$ cat config.mk
export PLATFORM = sky130hd
export DESIGN_NAME = burst_echo_receiver
export DESIGN_NICKNAME = d
export VERILOG_FILES = /design/src/rtl/burst_echo_receiver.sv
export SDC_FILE = /design/constraint.sdc
export NUM_CORES = 1
export LEC_CHECK = 0
export CAP_MARGIN = 20
export CORE_MARGIN = 1.5
export CORE_UTILIZATION = 45
export CTS_CLUSTER_DIAMETER = 40
export CTS_CLUSTER_SIZE = 14
export DETAILED_ROUTE_END_ITERATION = 10
export PLACE_DENSITY = 0.72
export RECOVER_POWER = 100
export SLEW_MARGIN = 20
export SYNTH_ARGS = -nofsm -noshare
export SYNTH_HDL_FRONTEND = slang
export SYNTH_SLANG_ARGS = --single-unit
$ cat constraint.sdc
create_clock -name clk_i -period 3.2 [get_ports clk_i]
set_clock_uncertainty 0.1 [all_clocks]
set_input_delay 0.8 -clock clk_i [delete_from_list [all_inputs] [get_ports clk_i]]
set_output_delay 0.8 -clock clk_i [all_outputs]
set_load 0.05 [all_outputs]
$ cat src/rtl/burst_echo_receiver.sv
// Receive-side echo detector: qualifies a 40 kHz burst by consecutive
// edge-to-edge periods and reports time-of-flight in clock cycles.
module burst_echo_receiver #(
    parameter int PERIOD_NOM     = 1250,
    parameter int PERIOD_TOL     = 63,
    parameter int LOCK_CYCLES    = 8,
    parameter int BLANK_CYCLES   = 5000,
    parameter int TIMEOUT_CYCLES = 1000000,
    parameter int TOF_W          = 20
) (
    input  logic             clk_i,
    input  logic             rst_n_i,
    input  logic             rx_in_i,
    input  logic             tx_start_i,
    output logic             busy_o,
    output logic             rx_lock_o,
    output logic             tof_valid_o,
    output logic [TOF_W-1:0] tof_o,
    output logic             timeout_o,
    output logic [10:0]      period_last_o
);

    localparam logic [11:0]      PER_MIN     = 12'(PERIOD_NOM - PERIOD_TOL);
    localparam logic [11:0]      PER_MAX     = 12'(PERIOD_NOM + PERIOD_TOL);
    localparam logic [3:0]       LOCK_N      = 4'(LOCK_CYCLES);
    localparam logic [TOF_W-1:0] BLANK_END   = TOF_W'(BLANK_CYCLES - 1);
    localparam logic [TOF_W-1:0] TIMEOUT_END = TOF_W'(TIMEOUT_CYCLES - 1);
    localparam logic [TOF_W-1:0] TOF_MAX     = '1;

    typedef enum logic [1:0] {IDLE, BLANK, LISTEN} state_e;

    state_e           state_q, state_d;
    logic             s1_q, s2_q, dly_q;
    logic [10:0]      per_cnt_q, per_cnt_d;
    logic [10:0]      period_last_q, period_last_d;
    logic             first_q, first_d;
    logic [3:0]       good_cnt_q, good_cnt_d;
    logic [TOF_W-1:0] tof_cnt_q, tof_cnt_d;
    logic [TOF_W-1:0] edge_tof_q, edge_tof_d;
    logic [TOF_W-1:0] run_start_q, run_start_d;
    logic [TOF_W-1:0] tof_q, tof_d;
    logic             tof_valid_q, tof_valid_d;
    logic             timeout_q, timeout_d;

    logic             rx_edge;
    logic             per_good;
    logic             sig_lost;
    logic             qual_en;
    logic [11:0]      period_w;

    always_ff @(posedge clk_i) begin
        if (!rst_n_i) begin
            s1_q  <= 1'b0;
            s2_q  <= 1'b0;
            dly_q <= 1'b0;
        end else begin
            s1_q  <= rx_in_i;
            s2_q  <= s1_q;
            dly_q <= s2_q;
        end
    end

    // 12-bit period so a saturated counter plus one cannot wrap into range
    assign rx_edge  = s2_q & ~dly_q;
    assign period_w = {1'b0, per_cnt_q} + 12'd1;
    assign per_good = ~first_q & (period_w >= PER_MIN) & (period_w <= PER_MAX);
    assign sig_lost = ~rx_edge & ({1'b0, per_cnt_q} > PER_MAX);
    assign qual_en  = (state_q != BLANK);

    always_comb begin
        per_cnt_d     = per_cnt_q;
        period_last_d = period_last_q;
        edge_tof_d    = edge_tof_q;
        if (rx_edge) begin
            per_cnt_d     = '0;
            period_last_d = period_w[11] ? 11'h7FF : period_w[10:0];
            edge_tof_d    = tof_cnt_q;
        end else if (per_cnt_q != 11'h7FF) begin
            per_cnt_d = per_cnt_q + 11'd1;
        end
    end

    always_comb begin
        state_d     = state_q;
        tof_cnt_d   = tof_cnt_q;
        first_d     = first_q;
        good_cnt_d  = good_cnt_q;
        run_start_d = run_start_q;
        tof_d       = tof_q;
        tof_valid_d = 1'b0;
        timeout_d   = 1'b0;

        // Qualification is frozen while blanking so crosstalk cannot seed a run
        if (qual_en) begin
            if (rx_edge) begin
                first_d = 1'b0;
                if (per_good) begin
                    if (good_cnt_q != LOCK_N) begin
                        good_cnt_d = good_cnt_q + 4'd1;
                    end
                    if (good_cnt_q == 4'd0) begin
                        run_start_d = edge_tof_q;
                    end
                end else begin
                    good_cnt_d = '0;
                end
            end else if (sig_lost) begin
                good_cnt_d = '0;
                first_d    = 1'b1;
            end
        end

        if (state_q != IDLE && tof_cnt_q != TOF_MAX) begin
            tof_cnt_d = tof_cnt_q + 1'b1;
        end

        case (state_q)
            BLANK: begin
                if (tof_cnt_q == BLANK_END) begin
                    state_d = LISTEN;
                end
            end
            LISTEN: begin
                if (good_cnt_q == LOCK_N) begin
                    tof_d       = run_start_q;
                    tof_valid_d = 1'b1;
                    state_d     = IDLE;
                end else if (tof_cnt_q == TIMEOUT_END) begin
                    timeout_d = 1'b1;
                    state_d   = IDLE;
                end
            end
            default: state_d = state_q;
        endcase

        // A new transmit start always wins and drops any result of this cycle
        if (tx_start_i) begin
            state_d     = BLANK;
            tof_cnt_d   = '0;
            good_cnt_d  = '0;
            first_d     = 1'b1;
            tof_d       = tof_q;
            tof_valid_d = 1'b0;
            timeout_d   = 1'b0;
        end
    end

    always_ff @(posedge clk_i) begin
        if (!rst_n_i) begin
            state_q       <= IDLE;
            per_cnt_q     <= '0;
            period_last_q <= '0;
            first_q       <= 1'b1;
            good_cnt_q    <= '0;
            tof_cnt_q     <= '0;
            edge_tof_q    <= '0;
            run_start_q   <= '0;
            tof_q         <= '0;
            tof_valid_q   <= 1'b0;
            timeout_q     <= 1'b0;
        end else begin
            state_q       <= state_d;
            per_cnt_q     <= per_cnt_d;
            period_last_q <= period_last_d;
            first_q       <= first_d;
            good_cnt_q    <= good_cnt_d;
            tof_cnt_q     <= tof_cnt_d;
            edge_tof_q    <= edge_tof_d;
            run_start_q   <= run_start_d;
            tof_q         <= tof_d;
            tof_valid_q   <= tof_valid_d;
            timeout_q     <= timeout_d;
        end
    end

    assign busy_o        = (state_q != IDLE);
    assign rx_lock_o     = (good_cnt_q == LOCK_N);
    assign tof_valid_o   = tof_valid_q;
    assign timeout_o     = timeout_q;
    assign tof_o         = tof_q;
    assign period_last_o = period_last_q;

endmodule

After elaboration in Yosys (flattened, before gate mapping):

Index checks and enable logic that the tools add are counted.
W data, S select, Z words.

* $add $sub $neg: 4
* magnitude comparators: 3
* equality and inequality tests: 14
* muxes and demuxes: 14
* bitwise logic cells: 10
* reduce and logical (&&, ||, !) cells: 16

Operators by type and width (number)
* $add A20 B1 Y20 const B: 1
* $eq A20 B13 Y1 const B: 1
* $eq A20 B20 Y1 const B: 1
* $ne A20 B20 Y1 const B: 1
* $mux W4: 4
* $add A11 B1 Y12 const B: 1
* $ge A12 B11 Y1 const B: 1
* $le A12 B11 Y1 const B: 1
* $reduce_and A3 Y1: 4
* $add A11 B1 Y11 const B: 1
* $gt A11 B11 Y1 const B: 1
* $mux W11: 1
* $ne A11 B11 Y1 const B: 1
* $ne A4 B4 Y1 const B: 2
* $mux W2: 3
* $ne A3 B3 Y1 const B: 2
* $not A1 Y1: 6
* $reduce_bool A2 Y1: 3
* $mux W1: 5
* $add A4 B1 Y4 const B: 1
* $and A1 B1 Y1: 4
* $eq A4 B4 Y1 const B: 1
* $logic_not A4 Y1: 1
* $pmux W2 S2: 1
* other kinds (12): 13

* flip-flop bits (word level): 114
* input bits: 4
* logic and storage cells: 76

Longest topological paths before layout:

Gate-level depths: netlist (run 1).

* depth after elaboration: 6
* mapped depth: 11
* depth with buffers taken out: 9

Least setup slack after synthesis (run 1):

Ideal clock, no wire load.

* path kind: reg2reg
* start point: register per_cnt_q[1]
* end point: register run_start_q[0]
* setup time: 0.120 ns
* data arrival time: 2.272 ns
* setup slack: 0.708 ns
* stages on the path, launching flop included: 10
* buffers on the path: 1
* period minus slack after synthesis: 2.492 ns
* cells stage by stage: dfxtp_1 > ha_1 > nand2_2 > or4_1 > a22oi_1 > a211oi_2 > a211oi_4 > nand4b_2 > buf_6 > mux2i_1

* word-level cells in the longest chain between the ends: 5
* elaborated cells on any way between the ends: 6

RTL lines
* start, declared: line 34 `logic [10:0] per_cnt_q, per_cnt_d;`
* start signal, assigned: line 163 `per_cnt_q <= per_cnt_d;`
* $add A11 B1 Y12 (*): line 65 `assign period_w = {1'b0, per_cnt_q} + 12'd1;`
* $ge A12 B11 Y1: line 66 `assign per_good = ~first_q & (period_w >= PER_MIN) & (period_w <= PER_MAX);`
* $and A1 B1 Y1: line 66
* $and A1 B1 Y1 (*): line 66
* $reduce_and A4 Y1 (no source line) (*)
* end signal, assigned: line 169 `run_start_q <= run_start_d;`
* end, declared: line 40 `logic [TOF_W-1:0] run_start_q, run_start_d;`

Mark *: on every way between the ends. The rest lies on a longest branch, timed or not.
A chain may end at the register's enable or synchronous reset.

Final worst setup path (run 1):

* start point: register per_cnt_q[0]
* end point: register run_start_q[0]

The elaborated chain is that of the path after synthesis.

==> impl_metrics.yaml, run 1 <==
worst_setup_path:
  crit_start: "per_cnt_q[0]"
  worstPathArrival_ps: 3230
  crit_required_ps: 3470
  start_kind: "register"
  setup.worst_path.end_class: "register"
  worstPathMaxFanout: 20
  r2r_start: "per_cnt_q[0]"
  crit_type: "reg -> reg"
timing:
  fmax_mhz: 338.1
  tightest_slew_ps: 1667
  period_share_pct: 92.44
  finalMaxSlewViolations: 47
  max-slew-margin-rel_pct: -11.14
  setup_violations: 0
  holdWs_ps: 353.5
  hold_viol: 0
  finalSetupTns_ps: 0
  min_period_ps: 2958
  rsz0062_at_grt: "false"
synthesis:
  yosysTopAreaCellShare_pct: 46.33
  ys.flop_type: "dfxtp_1"
  synth_area_leader_cell: "dfxtp_1"
  synthCells: 583
  yosysWarnings: 0
  synth_area_mm2: 0.004926
  seq_area_frac_synth_pct: 46.33
  synthesis.nets: 594
  ys_seq_elements: 114
  synth.area.top_cells: "dfxtp_1 46%, nand2_1 11%, a21boi_0 6.1%, mux2i_1 4.5%, a21oi_1 2.7%"
  syn_avg_cell_area_um2: 8.449
  ys_types: 52
  synth-async-reset-ratio_pct: 0
  synth_edf_count: 0
floorplanning:
  initial_utilization_pct: 45.84
  core_area_mm2: 0.01075
  die_y_um: 107.6
  rows: 38
  ios: 39
  die_x_um: 107.6
  die_area_mm2: 0.01158
power_and_ir_drop:
  power.total_uw: 3263
  power_density_mw_per_mm2: 552.9
  ir_worst_vdd_mv: 0.3548
  leakage_uw: 0.002234
cells_and_area:
  fillers: 967
  instances_no_fill: 762
  synthToLayoutAreaGrowth_pct: 19.79
  final_common_cell: "nand2_1"
  layout_common_cells: "140 x nand2_1, 114 x dfxtp_1, 40 x a21boi_0"
  multiInputGateArea_mm2: 0.002424
  regArea_mm2: 0.002282
  nNetsFinal: 622
  drive_gt1_share_pct: 7.235
  antenna_cells: 0
drt:
  vias: 4005
  first_pass_iters: 5
  drc_errors: 0
  routed_wl_um: 10570
  ant_nets: 0
  wl_per_cell_um: 13.88
  drt_iter0_drc: 237
  viasPerCell: 5.256
clock_network:
  h-tree-depth: 4
  holdBufCountCts: 0
  cts_buffers: 17
  cts_resized: 0
  clk_latency_ps: 500
  cts-root-buf: "clkbuf_8"
  cts_tree: "built"
  cts.path.max_buffers: 2
  cts.sinks: 114
  clk_pin_slew_ps: 50
  post_cts_buffers: 0
run_status:
  violations: "capacitance limit, slew limit"
  status: "finished, violations left"
placed_design:
  dpl.cell_count: 732
  place.gp.congestion: 0.8416
  dpl.hpwl_um: 7149
  port_buffers: 38
run:
  max_cap_viol_count: 1
hold_path:
  min_from: "edge_tof_q[18]"
  holdCritPathClass: "reg -> reg"
global_routing:
  grt.overflow.total: 0
  grt_pass1_wl_um: 18210
  grt_usage_pct: 19.89
  grt_max_degree: 51
  first_global_vias: 3886
  antenna_found_initial: 0
## routing by layer
metal / GRT usage, % / wire length (um) / up-vias
li1: - / - / 2029
met1: 26.51 / 5174 / 1874
met2: 31.16 / 4840 / 94
met3: 5.206 / 504 / 8
met4: 6.861 / 54 / 0
met5: 0 / 0 / -
## Yosys cell counts, types with 2 or more instances
library cell    n
a211o_1         2
a31oi_1         3
nand2b_1        5
or3_1           3
buf_2           2
inv_1          15
ha_1            7
nand3_1        19
o21ai_0        18
a21oi_1        27
a21boi_0       40
xor2_1         12
nand2_1       140
o31ai_1         2
xnor2_1        13
a211oi_2        2
nor4_1          4
nor2b_1         6
clkbuf_1       30
buf_6           2
nand4_1         9
and3_1          4
mux2i_1        22
nor3_1          8
dfxtp_1       114
a211oi_1        3
or4_1           4
and2_1         10
and4_1          2
nor2_1         32
buf_4           2
## flip-flops by register name, summed over array words and instances, names as in the netlist
signal / count
period_last_o: 11
state_q: 2
first_q: 1
tof_o: 20
tof_valid_o: 1
tof_cnt_q: 20
edge_tof_q: 20
per_cnt_q: 11
s2_q: 1
dly_q: 1
s1_q: 1
good_cnt_q: 4
timeout_o: 1
run_start_q: 20
## per-stage QoR
step / util (%) / area, um2 / worst slack (ps)
6_report: 54.91 / 5901 / 242.0
4_1_cts: 55.03 / 5913 / 245.7
3_3_place_gp: 50.03 / 5376 / 343.0
5_1_grt: 54.91 / 5901 / 26.55
2_1_floorplan: - / 4926 / 708.2
3_5_place_dp: 50.03 / 5376 / 289.6
## layout make-up
type | instances | share of cell area, %
Timing Repair Buffer | 46 | 7.231
Multi-Input combinational cell | 417 | 41.07
Inverter | 15 | 0.9542
Sequential cell | 114 | 38.68
Tap cell | 140 | 2.969
Clock inverter | 5 | 0.8906
Clock buffer | 25 | 8.206
## worst paths after layout
| path | endpoint | slack (ps) | cells after the start |
|---|---|---|---|
| max | run_start_q[0] | 240 | 9 |
| max reg2reg | run_start_q[0] | 240 | 9 |
| min | run_start_q[18] | 350 | 2 |
| min reg2reg | run_start_q[18] | 350 | 2 |
## cell families after synthesis
logic type      Yosys count  share of synthesized area, %
fa+ha+maj                 7                         1.778
simple gates            256                         23.85
mux                      22                         4.470
xor+xnor                 25                         4.445
flops                   114                         46.33
buf+inv                  52                         4.496
compound gates          107                         14.63
## worst max-delay path: stages (launching register included)
cell and delay (ps):
dfxtp_1 530, ha_1 320, nand2_2 110, or4_1 500, a22oi_1 200, a211oi_1 90
a211oi_4 400, nand4b_2 140, buf_4 250, mux2i_1 160
## power breakdown
| group | switching (uW) | internal (uW) | leakage [uW] | total (uW) |
|---|---|---|---|---|
| sequential | 13.8 | 1430 | 0.000921 | 1450 |
| clock | 591 | 1100 | 0.000264 | 1690 |
| combinational | 86.8 | 40.3 | 0.00105 | 127 |
Note: power is estimated with default switching activity, not from simulation.
==> inputs of run 2 (changes only) <==
--- a/config.mk
+++ b/config.mk
@@ -7,11 +7,11 @@
 export LEC_CHECK = 0
 export CAP_MARGIN = 20
 export CORE_MARGIN = 1.5
-export CORE_UTILIZATION = 45
+export CORE_UTILIZATION = 55
 export CTS_CLUSTER_DIAMETER = 40
 export CTS_CLUSTER_SIZE = 14
 export DETAILED_ROUTE_END_ITERATION = 10
-export PLACE_DENSITY = 0.72
+export PLACE_DENSITY = 0.84
 export RECOVER_POWER = 100
 export SLEW_MARGIN = 20
 export SYNTH_ARGS = -nofsm -noshare
==> run 2 against run 1 <==
The run still ends with capacitance limit, slew limit left. Register-to-register slack worse by 30 ps. Sequential power hardly changed. Count of clock-buffer cells in the layout is 8 lower. Largest cell class unchanged. Die area is 18% lower. Critical endpoint is now run_start_q[9]. Maximum frequency is 1.0% lower.
==> impl_metrics.yaml, run 2 (synthesis results as in run 1) <==
clock_network:
  cts.path.max_buffers: 2
  cts.sinks: 114
  h-tree-depth: 4
  cts-root-buf: "clkbuf_8"
  cts_tree: "built"
  holdBufCountCts: 0
  clk_latency_ps: 510
  clk_pin_slew_ps: 60
  cts_buffers: 17
  post_cts_buffers: 0
timing:
  setup_violations: 0
  rsz0062_at_grt: "false"
  tightest_slew_ps: 1833
  max-slew-margin-rel_pct: -22.21
  period_share_pct: 93.38
  hold_viol: 0
  min_period_ps: 2988
  fmax_mhz: 334.6
  finalMaxSlewViolations: 53
  finalSetupTns_ps: 0
placed_design:
  port_buffers: 38
  place.gp.congestion: 0.9168
  dpl.hpwl_um: 6945
worst_setup_path:
  crit_type: "reg -> reg"
  worstPathArrival_ps: 3310
  crit_required_ps: 3520
  r2r_start: "per_cnt_q[0]"
  start_kind: "register"
  crit_start: "per_cnt_q[0]"
  setup.worst_path.end_class: "register"
  worstPathMaxFanout: 20
drt:
  ant_nets: 0
  drc_errors: 0
  routed_wl_um: 10640
  viasPerCell: 5.575
  first_pass_iters: 5
  met3_length_um: 543
  drt_iter0_drc: 224
  dr_wl_met2_um: 4930
  topRoutingLayerUsed: "met4"
  wl_per_cell_um: 14.54
  drt-met1-wl_um: 4948
  vias: 4081
cells_and_area:
  nNetsFinal: 622
  layout_common_cells: "141 x nand2_1, 114 x dfxtp_1, 40 x a21boi_0"
  final_common_cell: "nand2_1"
  fillers: 659
  synthToLayoutAreaGrowth_pct: 19.02
  drive_gt1_share_pct: 7.692
  antenna_cells: 0
floorplanning:
  initial_utilization_pct: 56.76
  die_y_um: 97.64
  rows: 34
  core_area_mm2: 0.008678
  ios: 39
  die_x_um: 97.64
  die_area_mm2: 0.009533
run_status:
  status: "finished, violations left"
  violations: "capacitance limit, slew limit"
global_routing:
  grt_pass1_wl_um: 18180
  grt_max_degree: 53
  grt.overflow.total: 0
  first_global_vias: 3807
  antenna_found_initial: 0
  grt_usage_pct: 23.39
power_and_ir_drop:
  leakage_uw: 0.002223
  power.total_uw: 3284
  clkPwrFrac_pct: 52.2
  sequentialPowerShare_pct: 44.0
  comb_power_share_pct: 3.8
  swShare_pct: 23.69
  switchingPower_uw: 777.8
  power_density_mw_per_mm2: 560.0
  ir_worst_vdd_mv: 0.3299
  p_int_uw: 2506
hold_path:
  min_from: "edge_tof_q[7]"
  holdCritPathClass: "reg -> reg"
run:
  max_cap_viol_count: 1
## run 2: cell count changes in the layout (fill, tap and decap cells not counted), moves of 2 or more
cell	previous run	this run
clkinvlp_4	1	4
inv_6	0	5
clkbuf_1	5	3
clkbuf_8	5	1
## run 2: worst max-delay path: stages (launching register included)
cell and delay [ps]:
dfxtp_1 530, ha_1 310, nand2_1 130, or4_1 510, a22oi_1 200, a211oi_1 100, a211oi_4 380, nand4b_2 150
buf_4 260, mux2i_1 230
## run 2: power by group through the flow
stage	combinational, uW	sequential, uW	clock (uW)
after global placement	126	1480	0
after CTS	128	1450	1730
after global routing	138	1450	1820
after detailed placement	126	1480	0
after floorplan	76.1	1490	0
final	126	1450	1710
## run 2: path summary, 6_finish.rpt
kind / end / slack [ps] / cells past startpoint
worst max register to register: run_start_q[9] / 210 / 9
worst min-delay path: run_start_q[7] / 350 / 2
worst max-delay path: run_start_q[9] / 210 / 9
worst min register to register: run_start_q[7] / 350 / 2
## run 2: final cells by class
class / count / area, um2 / share of cell area, %
clock inverter: 15 / 132.6 / 2.262
multi-input combinational: 417 / 2421 / 41.29
inverter: 15 / 56.30 / 0.9603
timing repair buffer: 46 / 421.7 / 7.192
sequential: 114 / 2282 / 38.92
tap: 108 / 135.1 / 2.305
clock buffer: 17 / 414.1 / 7.064
## run 2: metrics by stage
step | setup WS (ps) | cells | cell area (um2) | utilization, % | hold WS, ps
5_1_grt | 63.80 | 732 | 5863 | 67.56 | 362.9
3_5_place_dp | 313.4 | 700 | 5339 | 61.52 | 332.4
2_1_floorplan | 708.2 | 583 | 4926 | - | 311.9
6_report | 211.8 | 732 | 5863 | 67.56 | 352.2
4_1_cts | 107.7 | 732 | 5884 | 67.81 | 356.3
3_3_place_gp | 374.2 | 700 | 5339 | 61.52 | 342.7
## run 2: per-layer routing
layer,vias up,GRT usage (%)
met5,-,0
li1,2035,-
met4,0,8.022
met1,1894,30.83
met3,25,6.043
met2,127,37.34
## run 2: what timing repair did
item                                    in CTS  in global routing
gates resized for setup                      1                  2
pin swaps                                    0                  0
endpoints found under the setup margin       1                  1
hold endpoints to repair                     0                  0
==> inputs of run 3 (changes only) <==
--- a/config.mk
+++ b/config.mk
@@ -7,11 +7,11 @@
 export LEC_CHECK = 0
 export CAP_MARGIN = 20
 export CORE_MARGIN = 1.5
-export CORE_UTILIZATION = 55
+export CORE_UTILIZATION = 52
 export CTS_CLUSTER_DIAMETER = 40
 export CTS_CLUSTER_SIZE = 14
 export DETAILED_ROUTE_END_ITERATION = 10
-export PLACE_DENSITY = 0.84
+export PLACE_DENSITY = 0.83
 export RECOVER_POWER = 100
 export SLEW_MARGIN = 20
 export SYNTH_ARGS = -nofsm -noshare
==> constraint.sdc (replaced) <==
create_clock -name clk_i -period 2.5 [get_ports clk_i]
set_clock_uncertainty 0.1 [all_clocks]
set_input_delay 0.625 -clock clk_i [delete_from_list [all_inputs] [get_ports clk_i]]
set_output_delay 0.625 -clock clk_i [all_outputs]
set_load 0.05 [all_outputs]
==> run 3 against run 2 <==
The run now ends clean. Final cell count rose by 2.9%. Via count rose by 3.1%. Wire length rose by 9.4%. Critical path depth rose by 1. Final area rose by 5.6%. Die area rose by 5.6%. Flip-flop and latch count did not move. Sequential power rose by 28%. Hold slack got worse by 8.9 ps. Combinational power rose by 51%. Global-route usage fell by 0.24 points. Critical endpoint is now run_start_q[1]. Largest power group unchanged.
==> impl_metrics.yaml, run 3 (synthesis results as in run 1) <==
floorplanning:
  die_y_um: 100.3
  ios: 39
  die_area_mm2: 0.01007
  initial_utilization_pct: 53.56
  core_area_mm2: 0.009196
  die_x_um: 100.3
  rows: 35
timing:
  fmax_mhz: 400.7
  max-slew-margin-rel_pct: 64.80
  rsz0062_at_grt: "true"
  finalMaxSlewViolations: 0
  hold_viol: 0
  tightest_slew_ps: 521.1
  min_period_ps: 2496
  setup_violations: 0
  period_share_pct: 99.83
  holdWs_ps: 343.3
  finalSetupTns_ps: 0
drt:
  wl_per_cell_um: 15.46
  first_pass_iters: 7
  drt_iter0_drc: 360
  ant_nets: 0
  drc_errors: 0
  routed_wl_um: 11640
  viasPerCell: 5.590
  vias: 4209
power_and_ir_drop:
  clkPwrFrac_pct: 52.6
  sequentialPowerShare_pct: 43.0
  swShare_pct: 24.55
  p_int_uw: 3240
  switchingPower_uw: 1054
  leakage_uw: 0.002270
  comb_power_share_pct: 4.4
  power_density_mw_per_mm2: 693.6
  ir_worst_vdd_mv: 0.3584
worst_setup_path:
  setup.worst_path.end_class: "register"
  r2r_start: "per_cnt_q[0]"
  crit_cells: 10
  cp_cell_sequence: "ha_4, buf_4, or4_4, nor2_2, a211o_1, a31oi_2, a211oi_4, nand4b_4, clkbuf_16, mux2i_1"
  crit_path_max_incr_delay_ps: 430
  start_kind: "register"
  crit_type: "reg -> reg"
  reg2reg_slack_ps: 4
  regToRegEndpoint: "run_start_q[1]"
  cpMaxStageDelayCell: "or4_4"
  crit_end: "run_start_q[1]"
  worstPathMaxFanout: 10
  reg2reg_depth: 10
  worstPathArrival_ps: 2800
  crit_start: "per_cnt_q[0]"
  critPathTopFamily: "simple AND/OR/NAND/NOR gates"
  path_buf_inv: 2
  crit_required_ps: 2810
cells_and_area:
  drive_gt1_share_pct: 14.02
  final_common_cell: "nand2_1"
  nNetsFinal: 640
  synthToLayoutAreaGrowth_pct: 25.70
  instances_no_fill: 753
  final_util_pct: 67.33
  layout_common_cells: "139 x nand2_1, 107 x dfxtp_1, 40 x a21boi_0"
  antenna_cells: 0
clock_network:
  clk_latency_ps: 520
  cts.sinks: 114
  cts.path.max_buffers: 2
  cts_buffers: 17
  h-tree-depth: 4
  cts_tree: "built"
  holdBufCountCts: 0
  cts-root-buf: "clkbuf_8"
  clk_pin_slew_ps: 60
global_routing:
  antenna_found_initial: 0
  grt.overflow.total: 0
  grt_usage_pct: 23.15
  first_global_vias: 3826
  grt_max_degree: 60
  grt_pass1_wl_um: 18430
run:
  max_cap_viol_count: 0
placed_design:
  dpl.cell_count: 715
  place.gp.congestion: 0.9712
  dpl.hpwl_um: 7219
  port_buffers: 38
hold_path:
  holdCritPathClass: "in -> reg"
  min_from: "rst_n_i"
run_status:
  status: "finished, final reports clean"
## run 3: worst min-delay path: stages
cell and delay [ps]:
buf_2 160, o21ai_0 90, a21oi_1 40
## run 3: layout make-up
class	count	area, um2
multi-input cells	417	2514
inverters	15	56.30
clock inverters	15	147.6
clock buffers	17	414.1
flip-flops and latches	114	2291
repair buffers	64	630.6
well taps	111	138.9
fillers	666	3004
## run 3: power groups by stage
stage | sequential, uW | clock, uW | combinational (uW)
after floorplan | 1910 | 0 | 97.5
after global placement | 1880 | 0 | 175
after detailed placement | 1880 | 0 | 177
after CTS | 1840 | 2270 | 178
after global routing | 1850 | 2370 | 204
final | 1850 | 2260 | 190
## run 3: per-layer routing
layer | GRT usage [%] | part of all wire (%) | up-vias
li1 | - | - | 2070
met1 | 31.19 | 45 | 1956
met2 | 35.48 | 47 | 156
met3 | 6.546 | 6.4 | 27
met4 | 8.559 | 1.9 | 0
met5 | 0 | 0 | -
## run 3: worst min path at each step
| stage | endpoint | slack [ps] | depth (start not counted) |
|---|---|---|---|
| floorplan | s2_q | 310 | 1 |
| global placement | run_start_q[14] | 350 | 2 |
| detailed placement | s2_q | 330 | 1 |
| CTS | period_last_o[7] | 340 | 3 |
| global route | period_last_o[9] | 360 | 2 |
| finish | period_last_o[7] | 340 | 3 |
## run 3: stage by stage
stage                     cell area [um2]  setup WS [ps]  power, uW
after floorplan                      4926          8.222       2008
after global placement               5455          141.0       2057
after detailed placement             5455          68.28       2061
after CTS                            6030         -24.30       4293
after global routing                 6192         -52.42       4425
final                                6192          4.348       4295
## run 3: repair_timing
| item | 4_1_cts | 5_1_grt |
|---|---|---|
| gates cloned | 0 | 2 |
| setup buffers | 1 | 3 |
| gates resized for setup | 5 | 24 |
| setup endpoints to repair | 20 | 21 |
| pin swaps | 1 | 4 |
